==> config.mk <==
export PLATFORM = sky130hd
export DESIGN_NAME = apb_req_master
export DESIGN_NICKNAME = d
export VERILOG_FILES = /design/src/rtl/apb_pkg.sv /design/src/rtl/apb_timeout_cnt.sv /design/src/rtl/apb_req_master.sv
export SDC_FILE = /design/constraint.sdc
export NUM_CORES = 1
export LEC_CHECK = 0
export ABC_CLOCK_PERIOD_IN_PS = 6200
export CAP_MARGIN = 20
export CELL_PAD_IN_SITES_DETAIL_PLACEMENT = 1
export CELL_PAD_IN_SITES_GLOBAL_PLACEMENT = 1
export CORE_MARGIN = 5
export CORE_UTILIZATION = 33
export DETAILED_ROUTE_END_ITERATION = 8
export PLACE_DENSITY_LB_ADDON = 0.05
export SLEW_MARGIN = 20
export SYNTH_ARGS = -nofsm -noshare
export SYNTH_HDL_FRONTEND = slang
export SYNTH_SLANG_ARGS = --single-unit
==> constraint.sdc <==
create_clock -name clk_i -period 6.2 [get_ports clk_i]
set_input_delay 0.62 -clock clk_i [delete_from_list [all_inputs] [get_ports clk_i]]
set_output_delay 0.62 -clock clk_i [all_outputs]
set_load 0.01 [all_outputs]
==> src/rtl/apb_pkg.sv <==
// Shared APB4 types: protection attributes, default bus widths and the request-master FSM states.
package apb_pkg;

    localparam int unsigned AddrWidthDef = 32;
    localparam int unsigned DataWidthDef = 32;
    localparam int unsigned StrbWidthDef = DataWidthDef / 8;
    localparam int unsigned ProtWidth    = 3;

    typedef logic [AddrWidthDef-1:0] addr_t;
    typedef logic [DataWidthDef-1:0] data_t;
    typedef logic [StrbWidthDef-1:0] strb_t;

    // APB4 PPROT bit order: [2] instruction, [1] non-secure, [0] privileged
    typedef struct packed {
        logic instr;
        logic nonsecure;
        logic privileged;
    } prot_t;

    typedef enum logic [1:0] {
        ST_IDLE   = 2'd0,
        ST_SETUP  = 2'd1,
        ST_ACCESS = 2'd2,
        ST_RESP   = 2'd3
    } req_master_state_e;

endpackage

==> src/rtl/apb_timeout_cnt.sv <==
// ACCESS-phase wait-state counter; expired flags the last permitted wait cycle.
// Compiled only when APB_REQ_MASTER_TIMEOUT_EN is defined.
`ifdef APB_REQ_MASTER_TIMEOUT_EN
module apb_timeout_cnt #(
    parameter int unsigned TimeoutCycles = 16
) (
    input  logic clk_i,
    input  logic rst_i,
    input  logic clear,
    input  logic enable,
    output logic expired
);

    localparam int unsigned CntWidth = $clog2(TimeoutCycles + 1);

    logic [CntWidth-1:0] cnt;

    // Saturates at the expiry value so a late pready never sees a wrapped count
    always_ff @(posedge clk_i or posedge rst_i) begin
        if (rst_i) begin
            cnt <= '0;
        end else if (clear) begin
            cnt <= '0;
        end else if (enable && !expired) begin
            cnt <= cnt + CntWidth'(1);
        end
    end

    assign expired = (cnt == CntWidth'(TimeoutCycles - 1));

endmodule
`endif

==> src/rtl/apb_req_master.sv <==
// APB4 initiator: turns a valid/ready request channel into single APB transfers, one outstanding.
// Define APB_REQ_MASTER_TIMEOUT_EN to abort ACCESS after TimeoutCycles cycles with an error.
module apb_req_master
    import apb_pkg::*;
#(
    parameter int unsigned AddrWidth     = 32,
    parameter int unsigned DataWidth     = 32,
    parameter int unsigned TimeoutCycles = 16
) (
    input  logic                   clk_i,
    input  logic                   rst_i,
    input  logic                   req_valid_i,
    output logic                   req_ready_o,
    input  logic [AddrWidth-1:0]   req_addr_i,
    input  logic                   req_write_i,
    input  logic [DataWidth-1:0]   req_wdata_i,
    input  logic [DataWidth/8-1:0] req_strb_i,
    input  prot_t                  req_prot_i,
    output logic                   rsp_valid_o,
    input  logic                   rsp_ready_i,
    output logic [DataWidth-1:0]   rsp_rdata_o,
    output logic                   rsp_err_o,
    output logic [AddrWidth-1:0]   paddr_o,
    output prot_t                  pprot_o,
    output logic                   psel_o,
    output logic                   penable_o,
    output logic                   pwrite_o,
    output logic [DataWidth-1:0]   pwdata_o,
    output logic [DataWidth/8-1:0] pstrb_o,
    input  logic                   pready_i,
    input  logic [DataWidth-1:0]   prdata_i,
    input  logic                   pslverr_i
);

    if (TimeoutCycles == 0 || (DataWidth % 8) != 0) begin : g_param_check
        $error("apb_req_master: TimeoutCycles must be >= 1 and DataWidth a multiple of 8");
    end

    req_master_state_e state;
    logic              req_hs;
    logic              timeout_hit;

    assign req_hs = req_valid_i && req_ready_o;

`ifdef APB_REQ_MASTER_TIMEOUT_EN
    logic tmo_clear;
    logic tmo_enable;
    logic tmo_expired;

    // Cleared during SETUP so the count reads zero in the first ACCESS cycle
    assign tmo_clear   = (state == ST_SETUP);
    assign tmo_enable  = (state == ST_ACCESS) && !pready_i;
    assign timeout_hit = tmo_expired && !pready_i;

    apb_timeout_cnt #(
        .TimeoutCycles(TimeoutCycles)
    ) u_timeout_cnt (
        .clk_i  (clk_i),
        .rst_i  (rst_i),
        .clear  (tmo_clear),
        .enable (tmo_enable),
        .expired(tmo_expired)
    );
`else
    assign timeout_hit = 1'b0;
`endif

    // FSM with registered APB and response outputs
    always_ff @(posedge clk_i or posedge rst_i) begin
        if (rst_i) begin
            state       <= ST_IDLE;
            req_ready_o <= 1'b0;
            rsp_valid_o <= 1'b0;
            rsp_rdata_o <= '0;
            rsp_err_o   <= 1'b0;
            paddr_o     <= '0;
            pprot_o     <= '0;
            psel_o      <= 1'b0;
            penable_o   <= 1'b0;
            pwrite_o    <= 1'b0;
            pwdata_o    <= '0;
            pstrb_o     <= '0;
        end else begin
            unique case (state)
                ST_IDLE: begin
                    req_ready_o <= 1'b1;
                    if (req_hs) begin
                        paddr_o     <= req_addr_i;
                        pprot_o     <= req_prot_i;
                        pwrite_o    <= req_write_i;
                        pwdata_o    <= req_wdata_i;
                        pstrb_o     <= req_write_i ? req_strb_i : '0;
                        psel_o      <= 1'b1;
                        req_ready_o <= 1'b0;
                        state       <= ST_SETUP;
                    end
                end
                ST_SETUP: begin
                    penable_o <= 1'b1;
                    state     <= ST_ACCESS;
                end
                ST_ACCESS: begin
                    if (pready_i || timeout_hit) begin
                        psel_o      <= 1'b0;
                        penable_o   <= 1'b0;
                        rsp_valid_o <= 1'b1;
                        state       <= ST_RESP;
                        // A slave completion in the expiry cycle takes precedence
                        if (pready_i) begin
                            rsp_err_o   <= pslverr_i;
                            rsp_rdata_o <= (!pwrite_o && !pslverr_i) ? prdata_i : '0;
                        end else begin
                            rsp_err_o   <= 1'b1;
                            rsp_rdata_o <= '0;
                        end
                    end
                end
                ST_RESP: begin
                    if (rsp_ready_i) begin
                        rsp_valid_o <= 1'b0;
                        req_ready_o <= 1'b1;
                        state       <= ST_IDLE;
                    end
                end
                default: begin
                    state <= ST_IDLE;
                end
            endcase
        end
    end

endmodule

==> flow_summary.toml <==
[logic_synthesis]
synthesis.instances = 271
synthesis.nets = 387
synthesis.area_per_instance_um2 = 15.4
yosysUniqueCellTypes = 19
synth_largest_area_cell = "sky130_fd_sc_hd__dfrtp_1"
yosysWarnings = 0
yosysSeqAreaShare = 0.664
synth_area_leaders = "sky130_fd_sc_hd__dfrtp_1 (66%), sky130_fd_sc_hd__mux2_2 (19%), sky130_fd_sc_hd__a22o_1 (6.9%)"
netlist.area_leader.share = 0.664
yosys_register_bits = 111
post_synth_instance_area_um2 = 4180

[critical_path]
worst_setup_path_end_kind = "flip-flop"
worst_setup_path_start_kind = "input port"
crit_required_ps = 6480
crit-reg2reg-capture = "rsp_rdata_o[4]"
reg2reg_from = "state[0]"
crit_arrival_ps = 2450
crit_path_max_fanout = 23
timing.reg2reg.setup_slack_ps = 4050
worst_r2r_path_depth = 6
critPathKind = "in -> reg"

[cts]
cts.sink_count = 111
cts_setup_buffers = 0
max-clock-path-buffers = 2
cts-buffers-inserted = 9
cts_hold_buf = 0
cts-root-buf = "sky130_fd_sc_hd__clkbuf_16"
clock_tree_from_tritoncts = "done"
clk_transition_reported_paths_ps = 70
number_of_resized_instances_in_the_post_cts_repair_step = 0
clkLatencyLatePin_ps = 350
h-tree-depth = 3

[floorplanning]
initial_core_util = 0.334
floorplan_row_count = 41
die_h_um = 123
core_area_um2 = 12500
pin_count = 219
chipWidth_um = 123
die_area_um2 = 15000

[place]
pre_cts_ws_ps = 3210
detailedPlacementHpwl_mm = 9.04
gp_congestion = 0.744
port-buffer-count = 218

[outcome]
status = "finished clean"

[hold_path]
timing.hold.worst_path_depth = 2
hold_start = "pstrb_o[1]"
whs_endpoint = "pstrb_o[1]"
hp_class = "reg -> reg"

[routing]
num_vias = 3087
via_per_inst = 4.63
firstDrtPassIters = 4
iteration_0_drc_markers = 108
post_drt_wl_per_cell_um = 18.1
remaining_drc_errors = 0
antenna_left = 0
routed_wl_mm = 12.1

[cells_and_area]
layout_commonest_cell = "sky130_fd_sc_hd__clkdlybuf4s50_1"
num-fill-cells = 1284
finalCoreUtilization = 0.557
nets = 606
area_growth_syn_to_layout_pct = 66.5
final_cell_mix = "sky130_fd_sc_hd__clkdlybuf4s50_1 (218), sky130_fd_sc_hd__dfrtp_1 (111), sky130_fd_sc_hd__mux2_2 (69)"
post_route_cells_drive_above_1_share = 0.188
insertedDiodeCount = 0

[timing]
post-route-period-util = 0.350
worst_slew_margin_rel = 0.468
fin_setup_tns_ps = 0
timing.final.hold_violations = 0
setup_slack_ps = 4030
clock.fmax_mhz = 460
rsz0062_at_grt = "false"
number_of_setup_violations_in_the_final_report = 0
final.min_clock_period_ps = 2170
clock_skew_ps = 5.72
drv_slew = 0
max_slew.worst_pin.slew_ps = 797

[pwr]
worst_ir_drop_vdd_v = 0.000216
power_leakage_nw = 2.99
power.density_nw_per_um2 = 511

[grt]
initial_antenna_violation_count = 1
grt_max_degree = 79
grt_pass1_wl_mm = 18.6
vias_in_the_first_global_route = 3434
total_routing_usage_reported_by_global_routing = 0.163
grt.overflow.total = 0

[run]
cap_violations = 0
## power breakdown
group / switching (mW) / total [mW] / internal, mW
Clock: 0.258 / 0.675 / 0.417
Combinational: 0.601 / 1.60 / 1.00
Sequential: 0.194 / 1.28 / 1.09
## per-layer routing
metal | GRT usage | vias up | part of all wire
li1 | - | 1409 | -
met5 | 0 | - | 0.00091
met2 | 0.279 | 135 | 0.53
met3 | 0.0585 | 26 | 0.079
met4 | 0.0665 | 2 | 0.025
met1 | 0.185 | 1515 | 0.37
## registers in the layout, summed over array words and instances, names as in the netlist, 2 cells and up
signal and count:
paddr_o 32, pwdata_o 32, rsp_rdata_o 32, pstrb_o 4, pprot_o 3, state 2
## synth_stat cells
master / instances
sky130_fd_sc_hd__dfrtp_1: 111
sky130_fd_sc_hd__mux2_2: 69
sky130_fd_sc_hd__a22o_1: 33
sky130_fd_sc_hd__nand2_1: 13
sky130_fd_sc_hd__buf_2: 10
sky130_fd_sc_hd__o21ai_0: 9
sky130_fd_sc_hd__ha_1: 6
sky130_fd_sc_hd__inv_1: 5
sky130_fd_sc_hd__clkbuf_1: 3
sky130_fd_sc_hd__mux2i_1: 2
sky130_fd_sc_hd__nand3_1: 2
sky130_fd_sc_hd__a222oi_1: 1
sky130_fd_sc_hd__a32oi_1: 1
sky130_fd_sc_hd__buf_4: 1
sky130_fd_sc_hd__inv_2: 1
sky130_fd_sc_hd__mux2_1: 1
sky130_fd_sc_hd__nand2b_1: 1
sky130_fd_sc_hd__nor2_1: 1
sky130_fd_sc_hd__nor3_2: 1
## logic make-up (layout without fill, tap and decap cells)
logic type | count (synthesis) | after routing | synth area share
fa+ha+maj | 6 | 6 | 0.0179
simple gates | 18 | 18 | 0.0188
buf+inv | 20 | 244 | 0.0218
compound gates | 44 | 44 | 0.0843
mux | 72 | 72 | 0.193
flops | 111 | 111 | 0.664
## through the flow
step	power (mW)	area [µm²]	hold slack, ps	std cells
2_1_floorplan	1.95	4180	513	271
3_3_place_gp	2.86	6540	465	648
3_5_place_dp	2.92	6570	473	649
4_1_cts	3.62	6930	490	665
5_1_grt	3.78	6970	513	667
6_report	3.56	6970	486	667
## how the worst max path moves through the flow
stage,startpoint,endpoint,cells past startpoint
floorplan,rst_i,paddr_o[0],1
global placement,pready_i,rsp_rdata_o[27],4
detailed placement,pready_i,rsp_rdata_o[4],4
CTS,state[0],rsp_rdata_o[4],5
global route,state[0],rsp_rdata_o[4],6
finish,pready_i,rsp_rdata_o[4],5
## critical path, stage by stage
cell	delay, ps
sky130_fd_sc_hd__clkdlybuf4s50_1	550
sky130_fd_sc_hd__nand2_1	380
sky130_fd_sc_hd__nor3_4	490
sky130_fd_sc_hd__buf_8	240
sky130_fd_sc_hd__a22o_1	160
## area by class of cell
type	count	area (µm²)	share of cell area
clock buffer	11	253	0.0363
clock inverter	5	104	0.0149
inverter	6	25.0	0.00359
multi-input combinational	140	1330	0.191
sequential	111	2780	0.399
tap	172	215	0.0309
timing repair buffer	222	2260	0.324
No activity file was read; power rests on OpenSTA's default activity.
